<file path="src/rtl/arb_pkg.sv">
// Shared types and constants for the N-input registered priority / round-robin arbiter.
package arb_pkg;

    typedef enum logic {
        IDLE  = 1'b0,
        GRANT = 1'b1
    } arb_state_t;

    localparam logic MODE_FIXED = 1'b0;
    localparam logic MODE_RR    = 1'b1;

    localparam int CNT_W = 8;

endpackage

</file>
<file path="src/rtl/prio_enc_n.sv">
// Combinational N-input priority encoder; the highest set index wins.
module prio_enc_n #(
    parameter int N     = 8,
    parameter int IDX_W = $clog2(N)
) (
    input  logic [N-1:0]     in_i,
    output logic [IDX_W-1:0] out_o,
    output logic             valid_o
);

    always_comb begin
        out_o   = '0;
        valid_o = 1'b0;
        for (int i = 0; i < N; i++) begin
            if (in_i[i]) begin
                out_o   = IDX_W'(i);
                valid_o = 1'b1;
            end
        end
    end

endmodule

</file>
<file path="src/rtl/prio_arbiter_n.sv">
// Registered N-way arbiter: fixed priority or round-robin, grant held until released.
// Optional hold-time limit with forced revoke is built when ARB_TIMEOUT_EN is defined.
module prio_arbiter_n
    import arb_pkg::*;
#(
    parameter int N       = 8,
    parameter int IDX_W   = $clog2(N),
    parameter int TIMEOUT = 16
) (
    input  logic             clk,
    input  logic             rst_n,
    input  logic [N-1:0]     req_i,
    input  logic             mode_i,
    input  logic             release_i,
    output logic [N-1:0]     gnt_o,
    output logic [IDX_W-1:0] gnt_idx_o,
    output logic             gnt_valid_o,
    output logic             timeout_o,
    output arb_state_t       state_o
);

    // Handshake: a grant is owned while gnt_valid_o=1; the owner ends it by pulsing
    // release_i for one cycle or by dropping its req bit, and a new owner appears at the next edge.

    arb_state_t       state_q, state_d;
    logic [N-1:0]     gnt_q, gnt_d;
    logic [IDX_W-1:0] idx_q, idx_d;
    logic [IDX_W-1:0] rr_ptr_q, rr_ptr_d;
    logic             valid_q, valid_d;

    logic [IDX_W-1:0] fix_idx, rr_idx, win_idx;
    logic             fix_valid, rr_valid, win_valid;
    logic [IDX_W-1:0] rr_start, rev_idx, rr_off;
    logic [IDX_W:0]   rr_sum;
    logic [N-1:0]     rot_req, rev_req;
    logic             owner_done, forced, end_grant;
    logic             load, clear;

    prio_enc_n #(.N(N), .IDX_W(IDX_W)) u_fix_enc (
        .in_i    (req_i),
        .out_o   (fix_idx),
        .valid_o (fix_valid)
    );

    // Rotate so (rr_ptr+1) sits at bit 0, then bit-reverse so the first set bit
    // above rr_ptr becomes the highest index seen by the encoder.
    always_comb begin
        rr_start = (rr_ptr_q == IDX_W'(N - 1)) ? '0 : rr_ptr_q + IDX_W'(1);
        rot_req  = N'({req_i, req_i} >> rr_start);
        rev_req  = '0;
        for (int k = 0; k < N; k++) begin
            rev_req[N-1-k] = rot_req[k];
        end
    end

    prio_enc_n #(.N(N), .IDX_W(IDX_W)) u_rr_enc (
        .in_i    (rev_req),
        .out_o   (rev_idx),
        .valid_o (rr_valid)
    );

    always_comb begin
        rr_off = IDX_W'(N - 1) - rev_idx;
        rr_sum = {1'b0, rr_start} + {1'b0, rr_off};
        if (rr_sum >= (IDX_W + 1)'(N)) begin
            rr_sum = rr_sum - (IDX_W + 1)'(N);
        end
        rr_idx = rr_sum[IDX_W-1:0];
    end

    assign win_idx   = (mode_i == MODE_RR) ? rr_idx   : fix_idx;
    assign win_valid = (mode_i == MODE_RR) ? rr_valid : fix_valid;

    assign owner_done = release_i | ~req_i[idx_q];
    assign end_grant  = owner_done | forced;

    always_comb begin
        state_d  = state_q;
        gnt_d    = gnt_q;
        idx_d    = idx_q;
        valid_d  = valid_q;
        rr_ptr_d = rr_ptr_q;
        load     = 1'b0;
        clear    = 1'b0;

        case (state_q)
            IDLE: begin
                if (win_valid) begin
                    load = 1'b1;
                end
            end
            GRANT: begin
                if (end_grant) begin
                    if (win_valid) begin
                        load = 1'b1;
                    end else begin
                        clear = 1'b1;
                    end
                end
            end
            default: clear = 1'b1;
        endcase

        if (load) begin
            state_d  = GRANT;
            gnt_d    = N'(1) << win_idx;
            idx_d    = win_idx;
            valid_d  = 1'b1;
            rr_ptr_d = win_idx;
        end else if (clear) begin
            state_d = IDLE;
            gnt_d   = '0;
            idx_d   = '0;
            valid_d = 1'b0;
        end
    end

    always_ff @(posedge clk or negedge rst_n) begin
        if (!rst_n) begin
            state_q  <= IDLE;
            gnt_q    <= '0;
            idx_q    <= '0;
            valid_q  <= 1'b0;
            rr_ptr_q <= IDX_W'(N - 1);
        end else begin
            state_q  <= state_d;
            gnt_q    <= gnt_d;
            idx_q    <= idx_d;
            valid_q  <= valid_d;
            rr_ptr_q <= rr_ptr_d;
        end
    end

`ifdef ARB_TIMEOUT_EN
    logic [CNT_W-1:0] cnt_q, cnt_d;
    logic             timeout_q, timeout_d;

    assign forced = (state_q == GRANT) && !owner_done &&
                    (cnt_q == CNT_W'(TIMEOUT - 1));

    always_comb begin
        cnt_d     = cnt_q;
        timeout_d = forced;
        if (load || clear) begin
            cnt_d = '0;
        end else if (state_q == GRANT) begin
            cnt_d = cnt_q + CNT_W'(1);
        end
    end

    always_ff @(posedge clk or negedge rst_n) begin
        if (!rst_n) begin
            cnt_q     <= '0;
            timeout_q <= 1'b0;
        end else begin
            cnt_q     <= cnt_d;
            timeout_q <= timeout_d;
        end
    end

    assign timeout_o = timeout_q;
`else
    localparam int unused_timeout = TIMEOUT;

    assign forced    = 1'b0;
    assign timeout_o = 1'b0;
`endif

    assign gnt_o       = gnt_q;
    assign gnt_idx_o   = idx_q;
    assign gnt_valid_o = valid_q;
    assign state_o     = state_q;

endmodule

</file>
<file path="config.mk">
export PLATFORM = sky130hd
export DESIGN_NAME = prio_arbiter_n
export DESIGN_NICKNAME = d
export VERILOG_FILES = /design/src/rtl/arb_pkg.sv /design/src/rtl/prio_enc_n.sv /design/src/rtl/prio_arbiter_n.sv
export SDC_FILE = /design/constraint.sdc
export NUM_CORES = 1
export LEC_CHECK = 0
export CORE_MARGIN = 10
export CORE_UTILIZATION = 25
export DETAILED_ROUTE_END_ITERATION = 10
export PLACE_DENSITY = 0.42
export SYNTH_ARGS = -nofsm -noshare
export SYNTH_HDL_FRONTEND = slang
export SYNTH_HIERARCHICAL = 1
export SYNTH_SLANG_ARGS = --single-unit
</file>
<file path="constraint.sdc">
create_clock -name clk -period 4.7 [get_ports clk]
set_input_delay 0.94 -clock clk [delete_from_list [all_inputs] [get_ports clk]]
set_output_delay 0.94 -clock clk [all_outputs]
set_load 0.05 [all_outputs]
</file>
======== After elaboration in Yosys (flattened, before gate mapping) ========
Index checks and enable logic that the tools add are counted.
cells by class
  add/subtract/negate cells ............... 4
  $mul .................................... 0
  divide/modulo/power cells ............... 0
  order comparisons ....................... 2
  equality and inequality tests ........... 1
  shift-type cells ........................ 2
  multiplexer cells ....................... 48
  bitwise operators ....................... 3
  reduce and logical (&&, ||, !) cells .... 1
operators by type and width
  cell                 count
  $mux 3               13
  $mux 1               27
  $mux 8               2
  $shr 16x3->8         1
  $mux 2               4
  $shl 1x3->8 const A  1
  $add 3x3->4          1
  $ge 4x4->1 const B   1
  $lt 3x4->1 const B   1
  $add 3x1->3 const B  1
  $bmux 1 s3           1
  $eq 3x3->1 const B   1
  $sub 3x1->3 const B  1
  $sub 3x3->3 const A  1
  $not 1->1            2
  $pmux 1 s2           1
  $reduce_bool 2->1    1
  $or 1x1->1           1
word-level totals
  bits in registers ....................... 15
  latch bits .............................. 0
  memory bits (writable) .................. 0
  memory bits (read-only) ................. 0
  bits of input ports ..................... 12
  output and inout bits ................... 14
  word-level logic and storage cells ...... 65
  memories ................................ 0

======== Logic depth before layout (Yosys ltp) ========
  depth after elaboration ................. 17
  gate-level depth with buffers ........... 15
  mapped depth without buffers ............ 14

======== Modules after synthesis ========
Netlist, hierarchy kept.
modules (own cells, without submodules)
  module          instances  cells each  area an instance (um2)  sequential area each (um2)
  prio_arbiter_n  1          93          1184.9                  379.1
  prio_enc_n      2          12          57.6                    0.0

======== Least setup slack after synthesis ========
Ideal clock, no wire load.
  path kind ............................... in2reg
  from .................................... input port req_i[3]
  to ...................................... register gnt_q[4], in the netlist gnt_o[4]
  library setup time ...................... 121 ps
  data arrival time ....................... 3287 ps
  data required time ...................... 4579 ps
  slack ................................... 1292 ps
  stages .................................. 12
  path buffers ............................ 0
  path through ............................ mux4_2 mux2_2 clkinv_1 a21oi_1 o31ai_1 inv_1 ha_1 inv_1 fa_1 mux2i_1 nor2_1 a32o_2
on the way
  elaborated cells between the ends (all ways) .. 46
  those cells by class .................... add/sub: 3; order compare: 1; shift: 2; mux: 37; bitwise: 2; reduce/logical: 1
RTL lines
  element                                           line                                        text
  start, declared                                   prio_arbiter_n.sv:12                        input logic [N-1:0] req_i,
  $shr 16x3->8 (*)                                  prio_arbiter_n.sv:49                        rot_req = N'({req_i, req_i} >> rr_start);
  net rev_req[2]                                    prio_arbiter_n.sv:35                        logic [N-1:0] rot_req, rev_req;
  $mux 2 (*) (2 in a row)                           prio_enc_n.sv:15                            if (in_i[i]) begin
  $mux 3 (*) (4 in a row)                           prio_enc_n.sv:15
  net rev_idx[0]                                    prio_arbiter_n.sv:33                        logic [IDX_W-1:0] rr_start, rev_idx, rr_off;
  $sub 3x3->3 (*)                                   prio_arbiter_n.sv:63                        rr_off = IDX_W'(N - 1) - rev_idx;
  $add 3x3->4 (*)                                   prio_arbiter_n.sv:64                        rr_sum = {1'b0, rr_start} + {1'b0, rr_off};
  $ge 4x4->1 / $sub 3x1->3 (equally long branches)  prio_arbiter_n.sv:65, prio_arbiter_n.sv:66
  $mux 3 (*)                                        prio_arbiter_n.sv:65                        if (rr_sum >= (IDX_W + 1)'(N)) begin
  $mux 3 (*)                                        prio_arbiter_n.sv:71                        assign win_idx = (mode_i == MODE_RR) ? rr_idx : fix_idx;
  $shl 1x3->8 (*)                                   prio_arbiter_n.sv:106                       gnt_d = N'(1) << win_idx;
  $mux 8 (*)                                        prio_arbiter_n.sv:104                       if (load) begin
  end signal, assigned                              prio_arbiter_n.sv:127                       gnt_q <= gnt_d;
  end, declared                                     prio_arbiter_n.sv:26                        logic [N-1:0] gnt_q, gnt_d;
The timed path passes the listed nets; every way through them passes the cells marked *. The select of a mux whose other input is x is not followed.
A chain may end at the register's enable or synchronous reset.

======== Worst setup path in the final report ========
  from .................................... input port req_i[4]
  to ...................................... register gnt_q[4], in the netlist gnt_o[4]
Same word-level chain as after synthesis.

==> flow_summary.ini <==
[status]
status = completed

[die]
start_util = 0.256
die_h_um = 92.1
pin_count = 26
rows = 26
die_width_um = 92.1
die-area_um2 = 8480
coreArea_um2 = 5070

[logic_synthesis]
synth_area_leader_cell = dfrtp_1
ys_types = 33
netlist.area_leader.share = 0.231
ys.flop_type = dfrtp_1
ys.warnings.count = 6
ys_ff_latch = 15
synthArstFlopShare = 1.00
synth_edf_count = 0
syn_area_per_cell_um2 = 11.1
synth_most_common_cell = nor2_1
ys_seq_area_frac = 0.292
synth_common_cells = nor2_1 (14), dfrtp_1 (12), mux2_2 (12)
synth_area_leaders = dfrtp_1 (23%), mux4_2 (16%), mux2_2 (10%)
syn-num-nets = 133
syn-cell-area_um2 = 1300
syn_inst = 117

[cts]
cts_buffers = 3
h-tree-depth = 1
cts_hold_buffers = 0
cts.clk_slew.worst_paths_ns = 0.06
insertion_delay_ns = 0.25
root_buffer = clkbuf_8
clock_path_buffers = 2
cts_sinks = 15
cts_resized = 0
post_cts_buffers = 0
cts_tree = done

[global_routing]
grt_pass1_vias = 1066
grtUsageMet2 = 0.118
grt_pass1_wl_mm = 5.44
grt-ovfl-total = 0
use_met1 = 0.0996
grt_max_degree = 16
grt_usage = 0.0767
antenna_found_initial = 0
top_usage_layer = met2
grt_util_met3 = 0.0269

[worst_setup_path]
r2r_slack_ns = 0.73
start_kind = primary input
crit_end = gnt_o[4]$_DFFE_PN0P_
r2r_end = gnt_o[4]$_DFFE_PN0P_
rr_worst_depth = 13
startpoint = req_i[4]
crit_arrival_ns = 4.16
worstPathRequired_ns = 4.84
path_class = primary input to flip-flop
r2r-start = rr_ptr_q[0]$_DFFE_PN1P_
crit_path_end_kind = flip-flop
cp_max_fo = 8

[hold_path]
hp-class = flip-flop to flip-flop

[timing]
tightest_slew_ns = 0.659
drv_slew = 0
tns_ns = 0
hold_viol_final = 0
fin_skew_ns = 0.00408
relSlewSlack = 0.559
fin_crit_ns = 4.02
setup_viol = 0
post-route-period-util = 0.855
fmax_mhz = 249
rsz0062_at_grt = false

[placed_design]
io_buffer_count = 24
gp_congestion = 0.714
dpl.hpwl_mm = 2.48

[drt]
ant_nets = 0
drtPass1Iterations = 4
via_count = 1003
vias_per_cell = 4.82
routed_wl_mm = 3.17
dr.first_iter.drc_count = 49
wl_per_cell_um = 15.2
remaining_drc_errors = 0

[layout]
nets = 155
synthToLayoutAreaGrowth_pct = 25.0
drive_gt1_frac = 0.275
n_antenna_cell = 0
utilization = 0.320
fillers = 562

[job]
drv_cap = 0
## registers in the layout (all words and copies together), names as in the netlist
name	count
gnt_idx_o	3
gnt_o	8
rr_ptr_q	3
state_o	1
## final cells by class
class                           count  area [µm²]  area share
Tap cell                           70        87.6      0.0539
Multi-Input combinational cell     86         840       0.517
Sequential cell                    15         379       0.233
Timing Repair Buffer               24         240       0.148
Clock buffer                        4        45.0      0.0277
Inverter                            9        33.8      0.0208
## metal layers
metal | vias to the layer above | share of wire
met1 | 498 | 0.46
met5 | - | 0
met3 | 4 | 0.062
li1 | 479 | -
met4 | 0 | 0.0070
met2 | 22 | 0.47
## layout by cell type, fill, tap and decap left out, drive strengths merged, types with 3 or more instances in the layout
master,n
o2bb2ai,4
nand2,8
mux2i,4
o31ai,4
clkbuf,4
nor2,15
clkdlybuf4s50,24
mux4,9
a32o,4
o21ai,4
inv,7
dfrtp,12
mux2,14
a21oi,4
dfstp,3
ha,3
## cell families (layout without fill, tap and decap cells)
logic type / after synthesis / after routing / share of synthesized area
xor+xnor: 1 / 1 / 0.0183
compound gates: 25 / 25 / 0.170
flops: 15 / 15 / 0.292
mux: 27 / 27 / 0.314
simple gates: 28 / 28 / 0.0962
fa+ha+maj: 4 / 4 / 0.0443
other cells: 1 / 1 / 0.00288
buf+inv: 16 / 37 / 0.0626
## worst max-delay path, stage by stage
cell and delay (ns):
clkdlybuf4s50_1 0.54, mux4_2 0.52, mux2_2 0.30, clkinv_1 0.05, a21oi_1 0.05, o31ai_1 0.20, inv_1 0.07, ha_1 0.19
inv_1 0.07, fa_1 0.43, mux2i_1 0.43, nor2_1 0.08, a32o_2 0.27
## how the worst min path moves through the flow
stage / start / endpoint / slack, ns / depth (start not counted)
floorplan: rr_ptr_q[1]$_DFFE_PN1P_ / rr_ptr_q[1]$_DFFE_PN1P_ / 0.61 / 1
global placement: gnt_o[2]$_DFFE_PN0P_ / gnt_o[2]$_DFFE_PN0P_ / 0.48 / 1
detailed placement: gnt_o[5]$_DFFE_PN0P_ / gnt_o[5]$_DFFE_PN0P_ / 0.47 / 1
CTS: gnt_o[3]$_DFFE_PN0P_ / gnt_o[3]$_DFFE_PN0P_ / 0.50 / 1
global route: gnt_o[0]$_DFFE_PN0P_ / gnt_o[0]$_DFFE_PN0P_ / 0.51 / 1
finish: gnt_o[7]$_DFFE_PN0P_ / gnt_o[7]$_DFFE_PN0P_ / 0.49 / 1
## stage by stage
step	hold slack (ns)	setup WS, ns	instance area (µm²)	instances
2_1_floorplan	0.613	1.29	1300	117
3_3_place_gp	0.480	0.493	1580	204
3_5_place_dp	0.475	0.427	1580	204
4_1_cts	0.497	0.676	1630	208
5_1_grt	0.511	0.372	1630	208
6_report	0.488	0.680	1630	208
Power is not shown: default switching activity piles up to over one toggle a cycle in this logic, so the estimate is an artifact.
==> RTL edit 1: new RTL, same flow settings <==
Build with the macro `ARB_TIMEOUT_EN` defined.
--- a/src/rtl/prio_arbiter_n.sv
+++ b/src/rtl/prio_arbiter_n.sv
@@ -1,4 +1,6 @@
 // Registered N-way arbiter: fixed priority or round-robin, grant held until released.
 // Optional hold-time limit with forced revoke is built when ARB_TIMEOUT_EN is defined.
+`define ARB_TIMEOUT_EN
+
 module prio_arbiter_n
     import arb_pkg::*;
Check against the original RTL: same outputs for any inputs over 10 cycles, from zero or initial values and one cycle with rst_n low; that may be too few to reach the edited logic, so the function may still have changed.
==> RTL edit 1 against the unedited design <==
Worst setup slack better by 9.8 ps; count of clock-buffer cells in the layout unchanged; sequential cell count grew 9; clock skew rose by 3.2 ps; critical endpoint is now gnt_o[6]; wire length is 38% higher; utilization shrank 1.2 points; critical path depth increased by 4; final area rose by 27%; first-iteration DRC count increased by 96%; area after synthesis increased by 32%.
==> RTL edit 1: results (changes against the unedited design) <==
Placed design
  • Dpl hpwl: 3430 microns (was 2480 microns)
  • Post-DP Area: 0.00202 sq mm (was 0.00158 sq mm)
  • I/O Buffers: 25 (was 24)

Cells and area
  • Nets@finish: 212 (was 155)
  • Layout cell share with drive strength beyond 1: 11.9% (was 27.5%)
  • Non-Filler Instances: 274 (was 208)

Global routing
  • GRT Total Usage: 8.42% (was 7.67%)
  • First-pass GRT wire length: 7190 microns (was 5440 microns)
  • Maximum number of pins on one net before global-route repair: 25 (was 16)

Worst setup path
  • R2R cell count: 17 (was 13)
  • Worst Path Max Fanout: 9 (was 8)
  • Slowest CP cell: nor2_2 (was clkdlybuf4s50_1)
  • CP Class: register to register (was primary input to register)

Clock network
  • Clk slew on worst S/H paths: 90 ps (was 60 ps)

Synthesis
  • Synth top cells by count: 22 x mux2i_1, 21 x dfrtp_1, 11 x nor2_1 (was 14 x nor2_1, 12 x dfrtp_1, 12 x mux2_2)
  • Syn Nets: 189 (was 133)
  • Leading post-synthesis cells by cell area: dfrtp_1 31%, mux2i_1 13%, mux2_2 5.9% (was dfrtp_1 23%, mux4_2 16%, mux2_2 10%)
  • Yosys cell types: 47 (was 33)

STA
  • Clk_skew: 7.24 ps (was 4.08 ps)
  • Relative slew slack: 27.1% (was 55.9%)

Run status
  • Outcome: completed (unchanged)

Detailed routing
  • Metal-1 WL: 1970 microns (was 1440 microns)
  • Met3 wire length: 162 microns (was 197 microns)
  • Met2 wire length: 2210 microns (was 1500 microns)
  • Violation count after the first detailed-routing iteration: 96 (was 49)

Die
  • Core area: 0.00672 sq mm (was 0.00507 sq mm)
-- RTL edit 1: critical path: cells and delay by family, from the launching register on --
kind                       cells  cell delay (ps)
muxes                          4             1190
adders and majority gates      4              890
xor gates and xnor gates       2              280
DFF                            1              390
AOI/OAI and AO/OA              3              430
buffers and inverters          2              110
and+or+nand+nor                2              590
-- RTL edit 1: layer usage --
| metal | GRT usage (%) | vias to the layer above |
|---|---|---|
| met5 | 0 | - |
| met4 | 1.84 | 0 |
| met3 | 1.94 | 2 |
| met2 | 14.8 | 13 |
| met1 | 10.2 | 683 |
| li1 | - | 682 |
-- RTL edit 1: area by class of cell --
type,count,area (sq um)
clock buffer,4,55.1
fill,672,4650
inverter,12,45.0
multi-input combinational,128,1010
sequential,24,604
tap,80,100
timing repair buffer,26,258
-- RTL edit 1: kinds of logic (layout without fill, tap and decap cells) --
group | Yosys count | count (layout) | synth area share, %
adder cells (fa/ha/maj) | 5 | 5 | 4.10
AND/OR/NAND/NOR | 46 | 46 | 15.0
XOR/XNOR | 3 | 3 | 1.54
AO/OA/AOI/OAI | 42 | 42 | 18.7
buffers and inverters | 20 | 42 | 5.63
flip-flops | 24 | 24 | 35.3
multiplexers | 32 | 32 | 19.7
-- RTL edit 1: worst min-delay path by stage --
stage           startpoint  depth (start not counted)           to
2_1_floorplan  rr_ptr_q[2]                          2  rr_ptr_q[2]
5_1_grt        rr_ptr_q[0]                          2  rr_ptr_q[0]
3_5_place_dp   rr_ptr_q[2]                          2  rr_ptr_q[2]
3_3_place_gp   rr_ptr_q[2]                          2  rr_ptr_q[2]
6_report       rr_ptr_q[2]                          2  rr_ptr_q[2]
4_1_cts        rr_ptr_q[2]                          2  rr_ptr_q[2]
-- RTL edit 1: stage by stage --
stage,utilization [%],setup slack [ps],hold WS (ps)
CTS,30.8,681,483
floorplan,-,1150,451
detailed placement,30.0,525,471
finish,30.8,690,483
global placement,30.0,594,469
global route,30.8,350,518
-- RTL edit 1: power groups by stage --
| stage | clock network (mW) | logic, mW | registers (mW) |
|---|---|---|---|
| after CTS | 0.146 | 1.20 | 0.335 |
| after global routing | 0.155 | 1.30 | 0.341 |
| after detailed placement | 0 | 1.19 | 0.338 |
| final | 0.139 | 1.19 | 0.333 |
| after global placement | 0 | 1.17 | 0.339 |
| after floorplan | 0 | 0.843 | 0.432 |
==> RTL edit 2: new RTL, config.mk and constraints unchanged <==
Without the edit above. Add an input register stage for `mode_i`; this delays it by one clock. The other inputs are not delayed to match.
--- a/src/rtl/prio_arbiter_n.sv
+++ b/src/rtl/prio_arbiter_n.sv
@@ -19,4 +19,10 @@
     output arb_state_t       state_o
 );
+
+    logic mode_q;
+
+    always_ff @(posedge clk) begin
+        mode_q <= mode_i;
+    end
 
     // Handshake: a grant is owned while gnt_valid_o=1; the owner ends it by pulsing
@@ -69,6 +75,6 @@
     end
 
-    assign win_idx   = (mode_i == MODE_RR) ? rr_idx   : fix_idx;
-    assign win_valid = (mode_i == MODE_RR) ? rr_valid : fix_valid;
+    assign win_idx   = (mode_q == MODE_RR) ? rr_idx   : fix_idx;
+    assign win_valid = (mode_q == MODE_RR) ? rr_valid : fix_valid;
 
     assign owner_done = release_i | ~req_i[idx_q];
Behaviour: not the same (a bounded check fails within 4 cycles, from zero or initial values and one cycle with rst_n low).
==> RTL edit 2 against the unedited design <==
Register-to-register slack lost 20 ps; critical path type unchanged; area after synthesis increased by 1.5%; wire length increased by 2.8%; critical path depth unchanged; sequential cell count grew 1; die area rose by 1.2%; final area is 1.8% higher; worst setup slack got worse by 7.3 ps.
Power is left out: the tool's default activity adds up to more than one toggle a clock period on the data nets, which glitch-free logic cannot reach.
==> RTL edit 2: results (changes against the unedited design) <==
Run status
  • Outcome: completed (unchanged)

Die
  • Core area: 0.00511 sq mm (was 0.00507 sq mm)

Cells and area
  • Filler cell count: 531 (was 562)
  • Nets@finish: 156 (was 155)
  • Layout cell share with drive strength beyond 1: 28.1% (was 27.5%)

Synthesis
  • Leading post-synthesis cells by cell area: dfrtp_1 23%, mux4_2 15%, mux2_2 10% (was dfrtp_1 23%, mux4_2 16%, mux2_2 10%)
  • Ys Warns: 6 (unchanged)
  • Register area share after synthesis: 30.2% (was 29.2%)
  • Syn Nets: 134 (was 133)
  • Yosys cell types: 34 (was 33)
  • Asr flop ratio synth: 93.8% (was 100%)
  • Most used DFF post-synth: dfrtp_1 (unchanged)

Global routing
  • Vias in the first global route: 999 (was 1066)
  • First-pass GRT wire length: 5360 microns (was 5440 microns)
  • GRT met3 Usage: 2.66% (was 2.69%)
  • M1 GR Usage: 9.68% (was 9.96%)
  • Met2 Use GR: 12.1% (was 11.8%)
  • GRT Total Usage: 7.55% (was 7.67%)
  • Antenna violations before repair: 0 (unchanged)

Placed design
  • Routability congestion estimate: 0.726 (was 0.714)
  • Dpl hpwl: 2530 microns (was 2480 microns)
  • I/O Buffers: 24 (unchanged)

Detailed routing
  • Violation count after the first detailed-routing iteration: 64 (was 49)
  • Final wirelength: 3260 microns (was 3170 microns)
  • Routed vias: 995 (was 1003)

Hold path
  • Worst Hold Endpoint: gnt_o[5] (was gnt_o[7])
  • Hold Path Origin: gnt_o[5] (was gnt_o[7])
  • Hold Path Cell Cnt: 1 (unchanged)

STA
  • Clk_skew: 3.11 ps (was 4.08 ps)
  • Relative slew slack: 55.0% (was 55.9%)

Clock network
  • Max Root-Sink Buffers: 2 (unchanged)
  • Worst skew pair latency: 250 ps (about the same)

Worst setup path
  • Reg2Reg Setup Slack: 710 ps (was 730 ps)
-- RTL edit 2: cell count changes after synthesis --
cell,unedited run,this run
dfxtp_1,0,1
-- RTL edit 2: cells by family (layout without fill, tap and decap cells) --
kind of cell	Yosys count	after routing	share of synthesized area [%]
mux	27	27	30.9
compound gates	25	25	16.8
simple gates	28	28	9.48
fa+ha+maj	4	4	4.36
buf+inv	16	37	6.16
other cells	1	1	0.284
flops	16	16	30.2
xor+xnor	1	1	1.80
-- RTL edit 2: area by class of cell --
cell class / count / area, sq um / area share [%]
Multi-Input combinational cell: 86 / 840 / 50.7
Sequential cell: 16 / 399 / 24.1
Timing Repair Buffer: 24 / 240 / 14.5
Tap cell: 70 / 87.6 / 5.29
Clock buffer: 4 / 55.1 / 3.33
Inverter: 9 / 33.8 / 2.04
-- RTL edit 2: worst max-delay path: stages --
cell	delay (ps)
clkdlybuf4s50_1	550
mux4_2	520
mux2_2	290
clkinv_1	50
a21oi_1	50
o31ai_1	200
inv_1	70
ha_1	190
inv_1	60
fa_1	420
mux2i_1	440
nor2_1	110
a32o_2	280
-- RTL edit 2: worst max path at each step --
stage / start / end / slack (ps) / cells after the start
after CTS: rr_ptr_q[0] / gnt_o[4] / 650 / 13
after detailed placement: req_i[6] / gnt_o[4] / 430 / 13
after floorplan: req_i[3] / gnt_o[4] / 1290 / 12
after global placement: req_i[6] / gnt_o[4] / 530 / 13
after global routing: rr_ptr_q[0] / gnt_o[4] / 450 / 13
final: req_i[6] / gnt_o[4] / 670 / 13
-- RTL edit 2: routing by layer --
metal	share of wire, %	up-vias
met5	0	-
met2	50	17
li1	-	478
met1	45	498
met3	5.2	2
met4	0.25	0
-- RTL edit 2: stage by stage --
step,setup WS (ps),hold WS [ps],instance area [sq um],cells,utilization [%]
6_report,673,492,1660,209,32.4
5_1_grt,450,511,1660,209,32.4
4_1_cts,654,499,1660,209,32.4
3_5_place_dp,426,473,1600,205,31.3
3_3_place_gp,531,479,1600,205,31.3
2_1_floorplan,1290,613,1320,118,-
